`config.mk`:
```
export PLATFORM = sky130hd
export DESIGN_NAME = pc_sequencer
export DESIGN_NICKNAME = d
export VERILOG_FILES = /design/src/rtl/proc_pkg.sv /design/src/rtl/pc_adder.sv /design/src/rtl/pc_sequencer.sv
export SDC_FILE = /design/constraint.sdc
export NUM_CORES = 1
export LEC_CHECK = 0
export ABC_AREA = 1
export CAP_MARGIN = 20
export CORE_MARGIN = 10
export CORE_UTILIZATION = 42
export CTS_BUF_LIST = sky130_fd_sc_hd__clkbuf_8
export CTS_CLUSTER_DIAMETER = 30
export DETAILED_ROUTE_END_ITERATION = 8
export GPL_ROUTABILITY_DRIVEN = 0
export PLACE_DENSITY_LB_ADDON = 0.25
export SYNTH_ARGS = -nofsm -noshare
export SYNTH_HDL_FRONTEND = slang
export SYNTH_SLANG_ARGS = --single-unit
```
`constraint.sdc`:
```
create_clock -name Clk -period 2.95 [get_ports Clk]
set_input_delay 0.59 -clock Clk [delete_from_list [all_inputs] [get_ports Clk]]
set_output_delay 0.59 -clock Clk [all_outputs]
set_load 0.03 [all_outputs]
```
`src/rtl/proc_pkg.sv`:
```
// proc_pkg
// Shared definitions for the 3BC processor front end: the PC sequencer state
// encoding, datapath widths and the fixed program start addresses.
// No ports; imported by pc_sequencer and pc_adder.
package proc_pkg;

   localparam int PC_W  = 10;
   localparam int IDX_W = 8;
   localparam int CNT_W = 16;

   localparam logic [PC_W-1:0] P0_START = 10'd0;
   localparam logic [PC_W-1:0] P1_START = 10'd341;
   localparam logic [PC_W-1:0] P2_START = 10'd682;

   typedef enum logic [1:0] {
      IDLE   = 2'd0,
      RUN    = 2'd1,
      BRANCH = 2'd2,
      DONE   = 2'd3
   } seq_state_t;

   // Program select 3 has no program of its own and aliases program 2.
   function automatic logic [PC_W-1:0] startAddr(input logic [1:0] sel);
      case (sel)
         2'd0:    return P0_START;
         2'd1:    return P1_START;
         default: return P2_START;
      endcase
   endfunction

endpackage

```
`src/rtl/pc_adder.sv`:
```
// pc_adder
// Combinational next-PC adder shared by sequential fetch and branch targets.
// Ports:
//   pc_i      base address
//   offset_i  signed relative offset, already PC_W wide
//   incSel_i  1 = add one (sequential fetch), 0 = add offset_i
//   nextPc_o  sum modulo 2^PC_W
module pc_adder
   import proc_pkg::*;
(
   input  logic [PC_W-1:0] pc_i,
   input  logic [PC_W-1:0] offset_i,
   input  logic            incSel_i,
   output logic [PC_W-1:0] nextPc_o
);

   localparam logic [PC_W-1:0] PC_ONE = {{(PC_W-1){1'b0}}, 1'b1};

   logic [PC_W-1:0] addend;

   // Carry out is dropped on purpose, which gives the modulo wrap for free
   // in both directions (1023+1=0, and negative offsets below zero).
   assign addend   = incSel_i ? PC_ONE : offset_i;
   assign nextPc_o = pc_i + addend;

endmodule

```
`src/rtl/pc_sequencer.sv`:
```
// pc_sequencer
// Owns the program counter: launches a program on Start, steps the PC,
// resolves taken branches through the external branch-target LUT (one bubble
// cycle) and signals completion on a halt instruction.
// Ports:
//   Clk, Reset          clock and asynchronous active-low reset
//   Start, ProgSel      launch request and program select (IDLE only)
//   Stall               freeze PC/state while running
//   BranchEn/Taken/Idx  branch info from the decoder
//   HaltInstr           halt instruction from the decoder
//   LutIndex, LutOut    index to and signed offset from the LUT
//   PC, InstrValid      fetch address and its qualifier
//   Busy, Done          activity level and one-cycle completion pulse
//   CycleCount          saturating count of RUN/BRANCH cycles since Start
module pc_sequencer
   import proc_pkg::*;
(
   input  logic             Clk,
   input  logic             Reset,
   input  logic             Start,
   input  logic [1:0]       ProgSel,
   input  logic             Stall,
   input  logic             BranchEn,
   input  logic             BranchTaken,
   input  logic [IDX_W-1:0] BranchIdx,
   input  logic             HaltInstr,
   output logic [IDX_W-1:0] LutIndex,
   input  logic [PC_W-1:0]  LutOut,
   output logic [PC_W-1:0]  PC,
   output logic             InstrValid,
   output logic             Busy,
   output logic             Done,
   output logic [CNT_W-1:0] CycleCount
);

   localparam logic [CNT_W-1:0] CNT_ONE = {{(CNT_W-1){1'b0}}, 1'b1};

   seq_state_t       state_q;
   logic [PC_W-1:0]  pc_q;
   logic [PC_W-1:0]  brPc_q;
   logic [IDX_W-1:0] lutIdx_q;
   logic             done_q;
   logic [CNT_W-1:0] cnt_q;

   logic [PC_W-1:0]  nextPc_d;
   logic [CNT_W-1:0] cnt_d;
   logic             inBranch;

   // In BRANCH the adder computes latched branch PC + LUT offset; in every
   // other state it computes PC+1. The LUT is the only offset source.
   assign inBranch = (state_q == BRANCH);

   pc_adder uAdder (
      .pc_i     (inBranch ? brPc_q : pc_q),
      .offset_i (LutOut),
      .incSel_i (!inBranch),
      .nextPc_o (nextPc_d)
   );

   assign cnt_d = (cnt_q == {CNT_W{1'b1}}) ? cnt_q : cnt_q + CNT_ONE;

   // Sequencer FSM. Done is registered alongside the move into DONE so it is
   // high for exactly the DONE cycle; a reset never produces it.
   always_ff @(posedge Clk or negedge Reset) begin
      if (!Reset) begin
         state_q  <= IDLE;
         pc_q     <= '0;
         brPc_q   <= '0;
         lutIdx_q <= '0;
         done_q   <= 1'b0;
         cnt_q    <= '0;
      end else begin
         done_q <= 1'b0;
         case (state_q)
            IDLE: begin
               if (Start) begin
                  pc_q    <= startAddr(ProgSel);
                  cnt_q   <= '0;
                  state_q <= RUN;
               end
            end
            RUN: begin
               cnt_q <= cnt_d;
               if (!Stall) begin
                  if (HaltInstr) begin
                     state_q <= DONE;
                     done_q  <= 1'b1;
                  end else if (BranchEn && BranchTaken) begin
                     lutIdx_q <= BranchIdx;
                     brPc_q   <= pc_q;
                     state_q  <= BRANCH;
                  end else begin
                     pc_q <= nextPc_d;
                  end
               end
            end
            BRANCH: begin
               cnt_q   <= cnt_d;
               pc_q    <= nextPc_d;
               state_q <= RUN;
            end
            default: begin
               state_q <= IDLE;
            end
         endcase
      end
   end

   assign PC         = pc_q;
   assign LutIndex   = lutIdx_q;
   assign Done       = done_q;
   assign CycleCount = cnt_q;
   assign InstrValid = (state_q == RUN);
   assign Busy       = (state_q == RUN) || (state_q == BRANCH);

endmodule

```
==> implementation parameters, run 1 <==
Parameter                              Value

Power and ir drop
  Leakage    0.00179 uW
  PwrDens    between 1000 and 1500 mW/mm^2
  Max rail drop VDD    about 0.36 mV
  Total Power    3790 uW

Synthesis
  Unique cell type count in the Yosys netlist    32
  Share of async-settable or async-resettable flops after synthesis    100%
  Top FF cell, synth    dfrtp_1
  Count of flip-flops with a built-in enable after synthesis    0
  Warning count from the yosys run    0
  Post-synthesis cell type with the largest combined area    dfrtp_1
  Post-Synthesis Net Count    420
  Register area share after synthesis    40.1%
  Fraction of synthesized cell area taken by the top area cell type    40.1%
  Instance count of the mapped netlist    377
  Cells taking the most area after synthesis    dfrtp_1 40%, nand2_1 13%, ha_1 6.4%
  Number of storage elements in the synthesis netlist    47
  Mean Syn Cell Area    7.77 sq um
  Post-synth design cell area    0.00293 sq mm

Clock network
  Clk root buf    clkbuf_8
  Maximum buffer depth of the clock tree    2
  Number of H-tree branching levels    2
  Clock slew seen by the registers of the worst setup and hold paths    0.09 ns
  Number of post-CTS setup repair buffers    0
  Number of resized instances in the post-cts repair step    0
  TritonCTS Buffers    5
  TritonCTS clock tree    done
  Clock latency on the worst-skew pair    ~0.30 ns
  Clk sinks    47
  Hold_buf cts    0

Hold path
  Class of the tightest hold or removal check    primary input to asynchronous set/reset pin

Worst setup path
  Max stage delay cell, worst path    dfrtp_1
  Kind of critical path    flop to flop
  Type of origin of the critical path    flop
  Worst Path Required    3.11 ns
  Reg-to-reg slack, setup    0.44 ns
  Number of buffers and inverters on the critical path    2
  Worst path cell trace    inv_1 -> ha_1 -> buf_4 -> o21ai_0 -> ha_1 -> fa_1 -> nand3_1 -> nand2_1 -> or2_2 -> nand3_1 -> a22oi_1
  Critical path arrival    2.68 ns
  Largest delay contributor family on the critical path    adder cells
  Max FO, Critical Path    28
  Peak per-stage delay on the critical path    0.42 ns
  Critical Path Sink Type    flop

Global route
  Via count of the first global-routing pass    ~2600
  All-Layer GR Usage    between 10 and 15%
  Wire length of the first global-routing pass    12400 microns
  Largest net degree at the start of global routing    29
  Overflow left after global routing    0
  Initial antenna violation count    0

Routing
  First-pass iteration count of the detailed router    4
  Total number of vias    2684
  Vias per inst    4.98
  Antenna-violating nets left    0
  Drt drc    0
  Iter 0 DRT Violations    between 90 and 100
  Final wirelength    7100 microns
  Average wire per standard cell    13.2 microns

Timing
  Unrepaired setup endpoints after global routing    false
  Layout Skew    0.00796 ns
  Period minus WS final    2.51 ns
  Max-slew violation count    0
  Actual transition at the worst max-transition pin    0.515 ns
  Final Hold Slack    around 0.24 ns
  Final TNS setup    0 ns
  Maximum operating frequency    ~400 MHz
  Max_slew headroom    about 66%
  Setup violators final    0
  Part of the cycle the worst path needs    85.2%
  Endpoints failing hold    0

Run status
  Run status    finished, final reports clean

Place
  Placement-stage cell area    approximately 0.0037 sq mm
  Detailed placement HPWL    5400 microns
  Number of port buffers    between 60 and 70

Layout
  Finished Core Util    55.5%
  Ant diodes    0
  Most frequent cells in the layout    104 x nand2_1, 62 x clkdlybuf4s50_1, 47 x dfrtp_1
  Area of combinational cells with multiple inputs    0.00154 sq mm
  Area delta synth->final    28.6%
  Share of layout cells above drive strength 1    about 8.6%
  Total of fill cells in the finished design    636
  Register area    0.00118 sq mm
  Post-route design area    0.00377 sq mm
  Count of nets after finishing    between 400 and 500
  Most common cell after layout, fill and taps aside    nand2_1

Die
  Number of placed I/O pins    64
  CORE AREA    around 0.0068 sq mm
  Die Wd    104 microns
  Die area    0.0107 sq mm
  Die Y-Extent    104 microns
  Effective utilization at floorplan    43.1%
  Number of cell rows    30

Run
  Maximum Capacitance Violations    0
==> where the power goes <==
part,internal (uW),switching [uW]
sequential,871,141
combinational,873,1430
clock,253,221
total,2000,1800
==> cells by family after synthesis <==
logic type / count (synthesis) / share of synthesized area, %
compound gates: 61 / 12.2
xor+xnor: 6 / 1.79
fa+ha+maj: 16 / 7.09
buf+inv: 52 / 7.26
flops: 47 / 40.1
mux: 9 / 3.46
simple gates: 186 / 28.1
==> final timing paths <==
kind | from | to | cells past startpoint
max in group asynchronous | Reset | PC[9] | 2
min | Reset | brPc_q[3] | 1
min in group Clk | brPc_q[5] | brPc_q[5] | 2
max | state_q[0] | PC[4] | 11
min reg2reg | brPc_q[5] | brPc_q[5] | 2
max reg2reg | state_q[0] | PC[4] | 11
==> worst register-to-register path, delay by kind of cell, from the launching register on <==
kind                       cells  cell delay (ns)
DFF                            1             0.42
buffers and inverters          2             0.38
and+or+nand+nor                4             0.54
AOI/OAI and AO/OA              2             0.21
adders and majority gates      3             0.83
==> registers in the layout, summed over array words and instances (netlist names) <==
register    flops
PC             10
LutIndex        8
Done            1
state_q         2
CycleCount     16
brPc_q         10
==> routing by layer <==
layer | wire (microns) | track usage, % | share of wire [%] | vias to the layer above
li1 | - | - | - | 1365
met1 | 3230 | 16.9 | 46 | 1246
met2 | 3390 | 21.7 | 48 | 65
met3 | 404 | 4.03 | 5.7 | 8
met4 | 72 | 3.33 | 1.0 | 0
met5 | 0 | 0 | 0 | -
==> metrics by stage <==
step | instances | worst slack, ns
final | 539 | 0.436
after global routing | 539 | 0.204
after CTS | 539 | 0.411
after detailed placement | 531 | 0.226
after global placement | 531 | 0.242
after floorplan | 377 | 0.494
==> synth_stat cells, drive strengths merged (5+ instances only) <==
cell type / count
a22oi: 6
dfrtp: 47
ha: 15
nand3: 31
nand2: 107
inv: 43
xor2: 6
a21oi: 14
o21ai: 31
nor2: 28
clkbuf: 5
mux2: 9
nand4: 8
==> final cells by class <==
cell class	count	share of cell area, %
repair buffers	67	17.4
well taps	96	3.19
inverters	43	4.28
flip-flops and latches	47	31.2
multi-input cells	278	40.9
clock buffers	5	1.83
clock inverters	3	1.16
No activity file was read; power rests on OpenSTA's default activity.
==> run 2, diff against run 1 <==
--- a/config.mk
+++ b/config.mk
@@ -9,7 +9,6 @@
 export CAP_MARGIN = 20
 export CORE_MARGIN = 10
 export CORE_UTILIZATION = 42
-export CTS_BUF_LIST = sky130_fd_sc_hd__clkbuf_8
 export CTS_CLUSTER_DIAMETER = 30
 export DETAILED_ROUTE_END_ITERATION = 8
 export GPL_ROUTABILITY_DRIVEN = 0
==> results of run 2 <==
No change in the layout: final DEF, timing and power equal those of run 1.
